===== src/rtl/sys_bus_ctrl.sv =====
// Multi-master system bus controller: round-robin arbitration over NUM_MASTERS,
// then one slave transaction (ALE address phase, strobed data phase with wait/timeout).
module sys_bus_ctrl #(
    parameter int DATA_WIDTH  = 32,
    parameter int ADDR_WIDTH  = 8,
    parameter int NUM_MASTERS = 2,
    parameter int TIMEOUT     = 15
) (
    input  logic                              clk,
    input  logic                              rst,
    input  logic [NUM_MASTERS-1:0]            m_req,
    input  logic [NUM_MASTERS-1:0]            m_we,
    input  logic [NUM_MASTERS*ADDR_WIDTH-1:0] m_addr,
    input  logic [NUM_MASTERS*DATA_WIDTH-1:0] m_wdata,
    output logic [NUM_MASTERS-1:0]            m_gnt,
    output logic [NUM_MASTERS-1:0]            m_done,
    output logic                              m_err,
    output logic [DATA_WIDTH-1:0]             m_rdata,
    output logic                              s_ale,
    output logic [ADDR_WIDTH-1:0]             s_addr,
    output logic                              s_read_en,
    output logic                              s_write_en,
    output logic [DATA_WIDTH-1:0]             s_wdata,
    input  logic [DATA_WIDTH-1:0]             s_rdata,
    input  logic                              s_ready
);

    localparam int PTR_W = $clog2(NUM_MASTERS);

    typedef enum logic [1:0] {IDLE, ADDR, DATA, RESP} state_t;

    state_t                 state, state_nxt;
    logic [PTR_W-1:0]       ptr, ptr_nxt;
    logic [PTR_W-1:0]       gnt_idx, gnt_idx_nxt;
    logic                   we_r, we_nxt;
    logic [DATA_WIDTH-1:0]  wdata_r, wdata_nxt;
    logic [7:0]             cnt, cnt_nxt;

    logic [NUM_MASTERS-1:0] m_gnt_nxt, m_done_nxt;
    logic                   m_err_nxt;
    logic [DATA_WIDTH-1:0]  m_rdata_nxt;
    logic                   s_ale_nxt;
    logic [ADDR_WIDTH-1:0]  s_addr_nxt;
    logic                   s_read_en_nxt, s_write_en_nxt;
    logic [DATA_WIDTH-1:0]  s_wdata_nxt;

    logic                   req_found;
    logic [PTR_W-1:0]       req_idx;

    function automatic logic [NUM_MASTERS-1:0] onehot(input logic [PTR_W-1:0] idx);
        logic [NUM_MASTERS-1:0] v;
        v      = '0;
        v[idx] = 1'b1;
        return v;
    endfunction

    // Round-robin search: first requester at or after ptr, wrapping past NUM_MASTERS-1.
    always_comb begin
        logic [PTR_W:0]   cand_w;
        logic [PTR_W-1:0] cand;
        req_found = 1'b0;
        req_idx   = '0;
        cand_w    = '0;
        cand      = '0;
        for (int i = 0; i < NUM_MASTERS; i++) begin
            cand_w = {1'b0, ptr} + (PTR_W+1)'(i);
            if (cand_w >= (PTR_W+1)'(NUM_MASTERS))
                cand_w = cand_w - (PTR_W+1)'(NUM_MASTERS);
            cand = cand_w[PTR_W-1:0];
            if (!req_found && m_req[cand]) begin
                req_found = 1'b1;
                req_idx   = cand;
            end
        end
    end

    always_comb begin
        state_nxt      = state;
        ptr_nxt        = ptr;
        gnt_idx_nxt    = gnt_idx;
        we_nxt         = we_r;
        wdata_nxt      = wdata_r;
        cnt_nxt        = cnt;
        m_gnt_nxt      = m_gnt;
        m_done_nxt     = '0;
        m_err_nxt      = m_err;
        m_rdata_nxt    = m_rdata;
        s_ale_nxt      = 1'b0;
        s_addr_nxt     = s_addr;
        s_read_en_nxt  = 1'b0;
        s_write_en_nxt = 1'b0;
        s_wdata_nxt    = '0;

        case (state)
            IDLE: begin
                cnt_nxt = '0;
                if (req_found) begin
                    state_nxt   = ADDR;
                    gnt_idx_nxt = req_idx;
                    we_nxt      = m_we[req_idx];
                    wdata_nxt   = m_wdata[int'(req_idx)*DATA_WIDTH +: DATA_WIDTH];
                    s_addr_nxt  = m_addr[int'(req_idx)*ADDR_WIDTH +: ADDR_WIDTH];
                    m_gnt_nxt   = onehot(req_idx);
                    s_ale_nxt   = 1'b1;
                end
            end
            ADDR: begin
                state_nxt      = DATA;
                cnt_nxt        = 8'd1;
                s_read_en_nxt  = !we_r;
                s_write_en_nxt = we_r;
                s_wdata_nxt    = we_r ? wdata_r : '0;
            end
            DATA: begin
                // Ready takes precedence over a timeout landing on the same cycle.
                if (s_ready) begin
                    state_nxt   = RESP;
                    cnt_nxt     = '0;
                    m_rdata_nxt = we_r ? '0 : s_rdata;
                    m_err_nxt   = 1'b0;
                    m_done_nxt  = onehot(gnt_idx);
                end else if (cnt >= 8'(TIMEOUT)) begin
                    state_nxt   = RESP;
                    cnt_nxt     = '0;
                    m_rdata_nxt = '0;
                    m_err_nxt   = 1'b1;
                    m_done_nxt  = onehot(gnt_idx);
                end else begin
                    cnt_nxt        = cnt + 8'd1;
                    s_read_en_nxt  = !we_r;
                    s_write_en_nxt = we_r;
                    s_wdata_nxt    = we_r ? wdata_r : '0;
                end
            end
            RESP: begin
                state_nxt = IDLE;
                m_gnt_nxt = '0;
                ptr_nxt   = (gnt_idx == PTR_W'(NUM_MASTERS-1)) ? '0 : gnt_idx + 1'b1;
            end
            default: state_nxt = IDLE;
        endcase
    end

    always_ff @(posedge clk or posedge rst) begin
        if (rst) begin
            state      <= IDLE;
            ptr        <= '0;
            gnt_idx    <= '0;
            we_r       <= 1'b0;
            wdata_r    <= '0;
            cnt        <= '0;
            m_gnt      <= '0;
            m_done     <= '0;
            m_err      <= 1'b0;
            m_rdata    <= '0;
            s_ale      <= 1'b0;
            s_addr     <= '0;
            s_read_en  <= 1'b0;
            s_write_en <= 1'b0;
            s_wdata    <= '0;
        end else begin
            state      <= state_nxt;
            ptr        <= ptr_nxt;
            gnt_idx    <= gnt_idx_nxt;
            we_r       <= we_nxt;
            wdata_r    <= wdata_nxt;
            cnt        <= cnt_nxt;
            m_gnt      <= m_gnt_nxt;
            m_done     <= m_done_nxt;
            m_err      <= m_err_nxt;
            m_rdata    <= m_rdata_nxt;
            s_ale      <= s_ale_nxt;
            s_addr     <= s_addr_nxt;
            s_read_en  <= s_read_en_nxt;
            s_write_en <= s_write_en_nxt;
            s_wdata    <= s_wdata_nxt;
        end
    end

endmodule


===== config.mk =====
export PLATFORM = sky130hd
export DESIGN_NAME = sys_bus_ctrl
export DESIGN_NICKNAME = d
export VERILOG_FILES = /design/src/rtl/sys_bus_ctrl.sv
export SDC_FILE = /design/constraint.sdc
export NUM_CORES = 1
export LEC_CHECK = 0
export ABC_AREA = 1
export ABC_CLOCK_PERIOD_IN_PS = 4800
export CAP_MARGIN = 0
export CORE_ASPECT_RATIO = 1.4
export CORE_MARGIN = 2
export CORE_UTILIZATION = 45
export CTS_CLUSTER_SIZE = 10
export DETAILED_ROUTE_END_ITERATION = 10
export PLACE_DENSITY = 0.8
export SYNTH_ARGS = -nofsm -noshare
export SYNTH_HDL_FRONTEND = slang
export SYNTH_SLANG_ARGS = --single-unit

===== constraint.sdc =====
create_clock -name clk -period 4.8 [get_ports clk]
set_clock_uncertainty 0.15 [all_clocks]
set_input_delay 0.96 -clock clk [delete_from_list [all_inputs] [get_ports clk]]
set_output_delay 0.96 -clock clk [all_outputs]
set_load 0.05 [all_outputs]

==> flow_summary.ini, run 1 <==
[run_status]
status = finished, final reports clean

[yosys]
syn_nets = 807
synthTopCellsByCount = nand2_1, dfrtp_1, nand3_1
yosysTopAreaCellShare_pct = 54.9
synth_area_leaders = dfrtp_1, nand2_1, nand3_1
ys_async_sr_fraction_pct = 100
synth_cell_types = 30
yosysTopAreaCell = dfrtp_1
synth_ff_type = dfrtp_1
syn_inst = 681
ys_ff_latch = 125
synth_seq_area_share_pct = 54.9
yosysMostFrequentCell = nand2_1
postSynthAreaPerCell_um2 = 8.37
syn_area_mm2 = 0.00570
synth_edf_count = 0
yosys_warnings = 0

[final_layout]
fin_nets = 984
final_cell_count_no_fill = 1020
fin_area_mm2 = 0.00828
layout-drive-gt1-share_pct = 5.98
n_antenna_cell = 0
area_growth_pct = 45.4

[timing]
finalWorstSetupSlack_ps = 1690
tns_ps = 0
setup_viol_count_final = 0
relSlewSlack_pct = 23.6
period_needed_ps = 3110
fin_crit_sh_pct = 64.8
tightest_slew_ps = 1140
fmax_mhz = 321
rsz0062_at_grt = false
slew_violations = 0
hold_viol_final = 0

[power]
switchingPower_mw = 2.42
swShare_pct = 44.0
seqPwrFrac_pct = 29.8
peakVddDrop_v = 0.000516
p_leak_nw = 3.87
internal_power_mw = 3.07
power_frac_comb_pct = 47.0
clkPwrFrac_pct = 23.3
power.density_mw_per_mm2 = 663

[placement]
port_buffers = 198
postPlaceCellArea_mm2 = 0.00770
gp_congestion = 0.797
hpwl_mm = 10.2
placed_cells = 989
dp_slack_ps = 1330

[floorplanning]
die_x_um = 99.1
fp-row-count = 48
initial_core_util_pct = 46.1
die_h_um = 137
fp.coreArea_mm2 = 0.0124
die_area_mm2 = 0.0136
io_pins = 199

[clock_tree]
cts_tree = yes
cts_resized = 0
clkTransAtPathRegs_ps = 50
cts_setup_buffers = 0
cts_hold_buffers = 0
clock-sinks = 125
cts-buffers-inserted = 17
cts.htree.levels = 4
clk_latency_ps = 410
cts_root_buf = clkbuf_16
clk_path_buf_depth = 2

[flow_run]
maxCapViolations = 0

[global_routing]
grt-ovfl-total = 0
antenna_found_initial = 1
grt_max_degree = 70
grt.total_usage_pct = 23.3
grt_pass1_wl_mm = 24.7
grt_pass1_vias = 5098

[min_path]
hold_path_class = register to register

[setup_path]
critical_path_class = input port to register
crit_top_cell = buf_4
endpoint_kind = register
path_cells = clkdlybuf4s50_1 > buf_4 > clkinv_4 > nand2_2 > o21ai_4 > buf_4 > nand2_1 > o21ai_0
cp_num_buf_inv = 4
critPathSlowestCell = o21ai_4
max_stage_delay_ps = 590
cp.arrival_ps = 3280
crit_family = buffers and inverters
start_kind = input port
critical_path_required_ps = 4970
worstPathMaxFanout = 38

[detailed_routing]
antenna_left = 0
wl_per_cell_um = 15.4
dr.pass1.iters = 5
wirelength_mm = 15.7
drt_iter0_drc = 317
vias = 5219
viasPerCell = 5.12
drc = 0
## layout make-up
class | instances | area, um2
fill | 974 | 4090
tap | 150 | 188
inverter | 54 | 210
clock buffer | 23 | 468
clock inverter | 8 | 115
multi-input combinational | 454 | 2120
timing repair buffer | 206 | 2050
sequential | 125 | 3130
## per-layer routing
layer,vias to the layer above,part of all wire (%),GRT usage (%)
met3,20,7.0,7.66
met5,-,0,0
li1,2542,-,-
met2,193,50,38.6
met1,2464,41,28.4
met4,0,2.2,8.60
## power by group through the flow
stage          clock network [mW]  logic (mW)  registers (mW)
2_1_floorplan                   0        1.02            2.39
3_3_place_gp                    0        2.54            1.64
3_5_place_dp                    0        2.58            1.65
4_1_cts                      1.29        2.59            1.64
5_1_grt                      1.35        2.77            1.68
6_report                     1.28        2.58            1.64
## stage by stage
step / hold slack, ps / util (%) / power, mW
6_report: 317 / 67.0 / 5.49
5_1_grt: 334 / 67.0 / 5.79
4_1_cts: 318 / 67.0 / 5.52
3_5_place_dp: 304 / 62.2 / 4.22
3_3_place_gp: 300 / 62.2 / 4.18
2_1_floorplan: 270 / - / 3.40
## layout by cell type, fill, tap and decap left out, types with 3 or more instances in the layout
cell and count:
dfrtp_1 125, nand4_1 33, nor2_1 11, clkinv_2 5, inv_1 49, nand3_1 76, clkbuf_16 17, clkdlybuf4s50_1 198
o21ai_1 4, o21ai_2 7, nand2_1 243, bufinv_16 3, o21ai_0 26, a21oi_1 33, ha_1 7, buf_4 7
clkbuf_1 4
## cells by family (layout without fill, tap and decap cells)
family	count (synthesis)	after routing	share of synthesized area [%]
xor gates and xnor gates	2	2	0.307
AOI/OAI and AO/OA	77	77	7.62
buffers and inverters	102	291	8.04
adders and majority gates	7	7	1.54
and+or+nand+nor	368	368	27.6
DFF	125	125	54.9
## path summary, 6_finish.rpt
path                                      start                      end  slack [ps]  depth (start not counted)
min                          cnt[6]$_DFFE_PP0P_       cnt[6]$_DFFE_PP0P_         320                          2
min reg2reg                  cnt[6]$_DFFE_PP0P_       cnt[6]$_DFFE_PP0P_         320                          2
max reg2reg                state[0]$_DFFE_PP0P_       cnt[0]$_DFFE_PP0P_        2360                          7
max in group asynchronous                   rst   wdata_r[6]$_DFFE_PP0P_        2810                          3
max                                     s_ready  m_rdata[30]$_DFFE_PP0P_        1690                          8
min in group asynchronous                   rst   m_rdata[3]$_DFFE_PP0P_         870                          2
## registers in the layout (all words and copies together), names as in the netlist
register	cells
s_addr	8
wdata_r	32
s_write_en	1
m_done	2
we_r	1
m_gnt	2
m_rdata	32
ptr	1
s_read_en	1
s_ale	1
gnt_idx	1
state	2
s_wdata	32
m_err	1
cnt	8
## tightest hold or removal path, cell delays in order, from the launching register on
cell,delay [ps]
dfrtp_1,340
nand2_1,50
inv_1,40
No activity file was read; power rests on OpenSTA's default activity.
==> run 2, diff against run 1 <==
- ABC_CLOCK_PERIOD_IN_PS: 4800 -> 3100
- clock period: 4.8 -> 3.1 ns (I/O delays scaled with it)
==> run 2 against run 1 <==
Die area unchanged. Sequential power rose by 54%. Flip-flop and latch count stayed put. Count of clock-buffer cells in the layout did not move. Cell count is 0.29% higher. Clock power increased by 48%. Utilization up 0.46 points. Largest power group unchanged.
==> flow_summary.ini, run 2 (same netlist as run 1, synthesis figures left out) <==
[setup_path]
crit_family = buffers and inverters
critPathLaunch = m_err$_DFFE_PP0P_
crit_cells = 1
endpoint_kind = primary output
r2r_cells = 8
regToRegStartpoint = state[0]$_DFFE_PP0P_
worstSetupEndpoint = m_err
start_kind = register
worstPathMaxFanout = 2
max_stage_delay_ps = 820
r2r_end = wdata_r[14]$_DFFE_PP0P_
critical_path_required_ps = 2330
critPathSlowestCell = clkdlybuf4s50_1
cp_num_buf_inv = 1
reg2reg_slack_ps = 900
path_cells = clkdlybuf4s50_1
cp.arrival_ps = 1600
critical_path_class = register to primary output

[min_path]
hold_path_class = register to register

[detailed_routing]
drc = 0
wirelength_mm = 15.8
antenna_left = 0
viasPerCell = 5.10
vias = 5215
wl_per_cell_um = 15.5
dr.pass1.iters = 4
drt_iter0_drc = 218

[clock_tree]
clk_latency_ps = 410
cts_hold_buffers = 0
cts_root_buf = clkbuf_16
clock-sinks = 125
clk_path_buf_depth = 2
cts_setup_buffers = 0
cts-buffers-inserted = 17
cts_tree = yes
cts_resized = 0
clkTransAtPathRegs_ps = 50
cts.htree.levels = 4

[power]
seqPwrFrac_pct = 29.8
switchingPower_mw = 3.75
power_frac_comb_pct = 47.8
peakVddDrop_v = 0.000784
p_leak_nw = 3.88
internal_power_mw = 4.72
swShare_pct = 44.3
power.density_mw_per_mm2 = 1020
clkPwrFrac_pct = 22.4

[timing]
hold_viol_final = 0
rsz0062_at_grt = false
tns_ps = 0
setup_viol_count_final = 0
tightest_slew_ps = 1010
relSlewSlack_pct = 32.4
fin_crit_sh_pct = 76.5
period_needed_ps = 2370
slew_violations = 0
fmax_mhz = 422

[placement]
port_buffers = 198
gp_congestion = 0.815
hpwl_mm = 10.6
placed_cells = 993

[final_layout]
final_cell_count_no_fill = 1023
top_regs = m_rdata: 32 flops, s_wdata: 32 flops, wdata_r: 32 flops
fill_cells = 1031
mostFrequentLayoutCells = nand2_1, clkdlybuf4s50_1, dfrtp_1, nand3_1, inv_1
n_antenna_cell = 0
final_common_cell = nand2_1
fin_nets = 988
layout-drive-gt1-share_pct = 6.30
area_growth_pct = 46.3
postLayoutCoreUtil_pct = 67.4

[floorplanning]
fp.coreArea_mm2 = 0.0124
fp-row-count = 48
initial_core_util_pct = 46.1
die_area_mm2 = 0.0136
die_x_um = 99.1
die_h_um = 137
io_pins = 199

[global_routing]
grt.total_usage_pct = 23.7
antenna_found_initial = 0
grt_pass1_wl_mm = 25.3
grt-ovfl-total = 0
grt_pass1_vias = 5158
grt_max_degree = 69

[flow_run]
maxCapViolations = 0

[run_status]
status = finished, final reports clean
-- run 2: layout make-up --
class | instances | area (um2) | share of cell area [%]
clock inverter | 7 | 90.1 | 1.08
sequential | 125 | 3130 | 37.5
timing repair buffer | 210 | 2130 | 25.6
inverter | 54 | 211 | 2.54
clock buffer | 23 | 468 | 5.61
multi-input combinational | 454 | 2120 | 25.4
tap | 150 | 188 | 2.25
-- run 2: metrics by stage --
stage               hold WS [ps]  power, mW  worst slack, ps  instance area (um2)
floorplan                    270       5.27              791                 5700
global placement             300       6.52              643                 7780
detailed placement           307       6.60              599                 7780
CTS                          322       8.53              704                 8340
global route                 345       8.95              686                 8340
finish                       323       8.47              728                 8340
-- run 2: routing by layer --
layer	global-route usage [%]	share of wire, %	up-vias
met1	28.8	39	2429
met2	39.3	52	195
li1	-	-	2559
met4	11.8	2.8	0
met5	0	0	-
met3	5.98	6.7	32
-- run 2: power groups by stage --
stage / Combinational (mW) / Clock, mW / Sequential [mW]
final: 4.05 / 1.90 / 2.53
after global routing: 4.37 / 2.00 / 2.59
after CTS: 4.08 / 1.93 / 2.53
after detailed placement: 4.06 / 0 / 2.55
after global placement: 3.99 / 0 / 2.52
after floorplan: 1.57 / 0 / 3.69
-- run 2: worst min-delay path by stage --
| stage | to | cells after the start | start | slack, ps |
|---|---|---|---|---|
| final | m_done[0]$_DFF_PP0_ | 1 | gnt_idx$_DFFE_PP0P_ | 320 |
| after global routing | m_rdata[28]$_DFFE_PP0P_ | 2 | m_rdata[28]$_DFFE_PP0P_ | 340 |
| after CTS | cnt[6]$_DFFE_PP0P_ | 2 | cnt[6]$_DFFE_PP0P_ | 320 |
| after detailed placement | cnt[6]$_DFFE_PP0P_ | 2 | cnt[6]$_DFFE_PP0P_ | 310 |
| after global placement | cnt[4]$_DFFE_PP0P_ | 2 | cnt[4]$_DFFE_PP0P_ | 300 |
| after floorplan | m_done[0]$_DFF_PP0_ | 1 | gnt_idx$_DFFE_PP0P_ | 270 |
==> run 3, diff against run 2 <==
- ABC_CLOCK_PERIOD_IN_PS: 3100 -> 1900
- CORE_UTILIZATION: 45 -> 41
- PLACE_DENSITY: 0.8 -> 0.77
- clock period: 3.1 -> 1.9 ns (I/O delays scaled with it)
==> run 3 against run 2 <==
First-iteration DRC count increased by 4.6%. Cell count up 5.0%. Highest routed layer unchanged. Die area up 9.4%. Count of clock-buffer cells in the layout shrank 6. Global-route usage down 2.4 points. Design area rose by 1.1%. Non-clock buffer count rose by 14. Largest power group unchanged.
==> flow_summary.ini, run 3 (same netlist as run 1, synthesis figures left out) <==
[detailed_routing]
vias = 5260
wirelength_mm = 15.9
wl_per_cell_um = 14.8
antenna_left = 0
drt_iter0_drc = 228
dr.pass1.iters = 4
viasPerCell = 4.90
drc = 0

[final_layout]
fin_nets = 1002
area_growth_pct = 47.9
top_regs = m_rdata: 32 flops, s_wdata: 32 flops, wdata_r: 32 flops
fin_area_mm2 = 0.00843
layout-drive-gt1-share_pct = 17.7
postLayoutCoreUtil_pct = 61.5
final_cell_count_no_fill = 1074
n_antenna_cell = 0
final_common_cell = nand2_1
mostFrequentLayoutCells = nand2_1, dfrtp_1, clkdlybuf4s50_1, buf_4, nand3_1

[power]
power.density_mw_per_mm2 = 1680
power_frac_comb_pct = 47.4
swShare_pct = 44.4
switchingPower_mw = 6.30
clkPwrFrac_pct = 23.5
power.total_mw = 14.2
internal_power_mw = 7.89
p_leak_nw = 4.15
peakVddDrop_v = 0.000912
seqPwrFrac_pct = 29.2

[timing]
finalWorstSetupSlack_ps = 161
whs_ps = 177
relSlewSlack_pct = 72.7
slew_violations = 0
hold_viol_final = 0
tns_ps = 0
tightest_slew_ps = 409
setup_viol_count_final = 0
fmax_mhz = 575
rsz0062_at_grt = false
fin_crit_sh_pct = 91.5
period_needed_ps = 1740

[setup_path]
r2r_cells = 9
critPathLaunch = state[0]$_DFFE_PP0P_
r2r_end = wdata_r[16]$_DFFE_PP0P_
regToRegStartpoint = state[0]$_DFFE_PP0P_
critical_path_class = register to register
critical_path_required_ps = 2080
endpoint_kind = register
cp.arrival_ps = 1920
start_kind = register
reg2reg_slack_ps = 160
worstPathMaxFanout = 28

[floorplanning]
fp.coreArea_mm2 = 0.0137
initial_core_util_pct = 41.5
io_pins = 199
die_area_mm2 = 0.0149
fp-row-count = 51
die_x_um = 104
die_h_um = 144

[clock_tree]
clock-sinks = 125
clk_path_buf_depth = 2
cts-buffers-inserted = 17
cts_tree = yes
cts_root_buf = clkbuf_16
clkTransAtPathRegs_ps = 60
clk_latency_ps = 400
cts.htree.levels = 4
cts_hold_buffers = 0

[global_routing]
grt_max_degree = 43
grt_pass1_vias = 5163
grt_pass1_wl_mm = 25.3
grt-ovfl-total = 0
antenna_found_initial = 0
grt.total_usage_pct = 21.3

[run_status]
status = finished, final reports clean

[placement]
placed_cells = 1042
gp_congestion = 0.781
hpwl_mm = 11.1
port_buffers = 198
dp_slack_ps = -21.9
postPlaceCellArea_mm2 = 0.00782

[min_path]
hold_path_class = input port to async pin

[flow_run]
maxCapViolations = 0
==> run 3: cell type report <==
type	count	area, um2
Fill cell	1169	5290
Sequential cell	125	3130
Timing Repair Buffer	224	2130
Multi-Input combinational cell	454	2120
Clock buffer	17	425
Tap cell	185	231
Inverter	54	211
Clock inverter	15	185
==> run 3: worst max path at each step <==
stage,to,cells past startpoint
2_1_floorplan,cnt[0]$_DFFE_PP0P_,1
3_3_place_gp,m_err$_DFFE_PP0P_,6
3_5_place_dp,s_addr[3]$_DFFE_PP0P_,8
4_1_cts,wdata_r[16]$_DFFE_PP0P_,9
5_1_grt,wdata_r[8]$_DFFE_PP0P_,9
6_report,wdata_r[16]$_DFFE_PP0P_,9
==> run 3: routing by layer <==
metal / global-route usage (%) / wire length [um] / vias to the layer above
met1: 24.8 / 6450 / 2454
met4: 8.82 / 427 / 0
li1: - / - / 2593
met2: 38.6 / 8200 / 188
met3: 4.44 / 847 / 25
met5: 0 / 0 / -
==> run 3: repair_timing <==
item | CTS | global route
setup buffers | 0 | 0
gates resized for setup | 0 | 2
endpoints found under the setup margin | 0 | 23
endpoints found under the hold margin | 0 | 0
==> run 3: critical path: stages, from the launching register on <==
cell and delay, ps:
dfrtp_1 430, inv_1 130, ha_2 210, inv_2 70, nor2_4 140, nand2_1 100, inv_2 100, buf_12 180
nand2_1 80, nand3_1 70
==> run 3: power by group through the flow <==
stage                     clock network (mW)  registers, mW  logic [mW]
after global routing                    3.50           4.25        7.25
after global placement                     0           4.15        6.60
after floorplan                            0           6.03        2.57
final                                   3.33           4.14        6.72
after CTS                               3.39           4.13        6.75
after detailed placement                   0           4.17        6.71
==> patch (flow settings as in run 2) <==
Set the parameter `DATA_WIDTH` to 28 (it was 32).
--- a/src/rtl/sys_bus_ctrl.sv
+++ b/src/rtl/sys_bus_ctrl.sv
@@ -1,7 +1,7 @@
 // Multi-master system bus controller: round-robin arbitration over NUM_MASTERS,
 // then one slave transaction (ALE address phase, strobed data phase with wait/timeout).
 module sys_bus_ctrl #(
-    parameter int DATA_WIDTH  = 32,
+    parameter int DATA_WIDTH  = 28,
     parameter int ADDR_WIDTH  = 8,
     parameter int NUM_MASTERS = 2,
     parameter int TIMEOUT     = 15
Interface: changed (resized m_rdata, m_wdata, s_rdata and s_wdata); port bits go from 199 to 179. No check against the original RTL was run, so the function may have changed too.
==> patch against run 2 <==
- synthesized cell count shrank 8.5%
- non-clock buffer count shrank 21
- cell area shrank 8.8%
- global-route usage grew 0.25 points
- die area shrank 7.7%
- sequential cell count shrank 12
- worst setup slack gained 19 ps
- critical path depth is the same
- sequential share of layout area shrank 0.33 points
- routed wire length shrank 8.1%
- critical path type unchanged
- count of clock-buffer cells in the layout is the same
- power shrank 5.3%
- largest cell class unchanged
- synthesized area shrank 8.0%
==> patch: results (changes against run 2) <==
[place]
placed_cell_area_mm2 = 0.00704  ; -9.6%
io_buffers = 178  ; -10%
dp_cells = 912  ; -8.2%
routabilityCongestion = 0.815  ; about the same
dp_hpwl_um = 9960  ; -6.0%

[yosys]
syn-num-nets = 737  ; -8.7%
synthAdderAreaFrac_pct = 1.67  ; +0.13 points
synth_top_cells_by_area = dfrtp_1 54%, nand2_1 13%, nand3_1 10%
ys_top_cells_by_count = 187 x nand2_1, 113 x dfrtp_1, 105 x nand3_1
yosys.area_share.xor_xnor_pct = 0.334  ; +0.027 points
ys_seq_area_share_pct = 53.9  ; -0.97 points
synthDistinctLibCells = 24  ; -20%
synthesis.instances = 623  ; -8.5%
ys_warn_count = 0  ; unchanged
synth_compound_area_share_pct = 6.80  ; -0.82 points

[global_routing]
track_usage_pct = 24.0  ; +0.25 points
grt_max_degree = 59  ; -14%
grt_pass1_wl_um = 23700  ; -6.0%

[worst_setup_path]
reg2reg_depth = 6  ; -2
r2r-end = cnt[0]$_DFFE_PP0P_
r2r_slack_ps = 940  ; +40 ps
r2r-start = state[1]$_DFFE_PP0P_
worstPathArrival_ps = 1580  ; -20 ps
path_delay_family = buffers and inverters
path_max_fanout = 2  ; unchanged
cp_slowest_cell = clkdlybuf4s50_1
critical_path.endpoint = s_addr[0]
critPathLaunch = s_addr[0]$_DFFE_PP0P_

[final_layout]
multiInputGateArea_mm2 = 0.00195  ; -7.8%
signal_buffers = 189  ; -10%
n_all_inverters = 52  ; -3.7%
final_util_pct = 67.1  ; -0.33 points
largestRegisters = m_rdata x28, s_wdata x28, wdata_r x28
nClkBuffers = 23  ; unchanged
buf_share_pct = 24.7  ; -0.92 points
n_fill_cell = 851  ; -17%
area_growth_syn_to_layout_pct = 45.0
seqCellArea_mm2 = 0.00283  ; -9.6%
multi_input_comb_cells = 414  ; -8.8%
clkCellAreaFrac_pct = 7.47  ; +0.78 points
final_cell_count_no_fill = 942  ; -7.9%
seq_share_pct = 37.2  ; -0.33 points
layout-drive-gt1-share_pct = 5.89  ; -0.41 points
final_nets = 901  ; -8.8%

[clock_tree]
cts_sinks = 113  ; -9.6%
clockBufferDepth = 2  ; unchanged
cts_resized = 0  ; unchanged
cts-root-buf = clkbuf_16

[routing]
drt_pass1_iterations = 5  ; +1
first_iter_violations = 411  ; +89%
post_drt_wl_per_cell_um = 15.4  ; -0.23%
vias = 5035  ; -3.5%

[run_status]
status = finished clean

[timing]
slew_viol_final = 0  ; unchanged
slew_headroom_pct = 30.6  ; -1.8 points

[power]
vdd_drop_max_mv = 0.806  ; +2.8%
power_leakage_nw = 3.56  ; -8.1%

patch: cell count changes in the layout (fill, tap and decap cells not counted), moves of 4 or more:
cell             before  now
buf_12                5    1
o21ai_0              26   32
nand3_1              76  105
o21ai_2               7    0
nand2_1             243  187
clkdlybuf4s50_1     198  178
dfrtp_1             125  113
patch: per-stage QoR:
stage          setup slack (ps)  power (mW)
2_1_floorplan               959        4.95
3_3_place_gp                783        5.99
3_5_place_dp                730        6.11
4_1_cts                     730        8.05
5_1_grt                     700        8.47
6_report                    747        8.03
patch: power breakdown:
part	total [mW]	switching, mW	internal, mW
logic	3.80	2.61	1.18
registers	2.35	0.315	2.03
clock network	1.88	0.616	1.27
total	8.03	3.54	4.48
patch: per-layer routing:
metal / wire length [um] / global-route usage (%) / part of all wire (%) / vias to the layer above
li1: - / - / - / 2361
met1: 5560 / 29.8 / 38 / 2412
met2: 7570 / 39.7 / 52 / 230
met3: 1040 / 5.32 / 7.1 / 32
met4: 360 / 10.3 / 2.5 / 0
met5: 0 / 0 / 0 / -
patch: worst min path at each step:
stage                            startpoint                       to  slack [ps]  cells after the start
floorplan               gnt_idx$_DFFE_PP0P_      m_done[0]$_DFF_PP0_         270                      1
global placement    m_rdata[11]$_DFFE_PP0P_  m_rdata[11]$_DFFE_PP0P_         310                      2
detailed placement       cnt[4]$_DFFE_PP0P_       cnt[4]$_DFFE_PP0P_         320                      2
CTS                     gnt_idx$_DFFE_PP0P_      m_done[0]$_DFF_PP0_         330                      1
global route             cnt[4]$_DFFE_PP0P_       cnt[4]$_DFFE_PP0P_         350                      2
finish                   cnt[4]$_DFFE_PP0P_       cnt[4]$_DFFE_PP0P_         330                      2
patch: logic make-up after synthesis:
group,Yosys count
flops,113
simple gates,336
fa+ha+maj,7
buf+inv,96
xor+xnor,2
compound gates,69
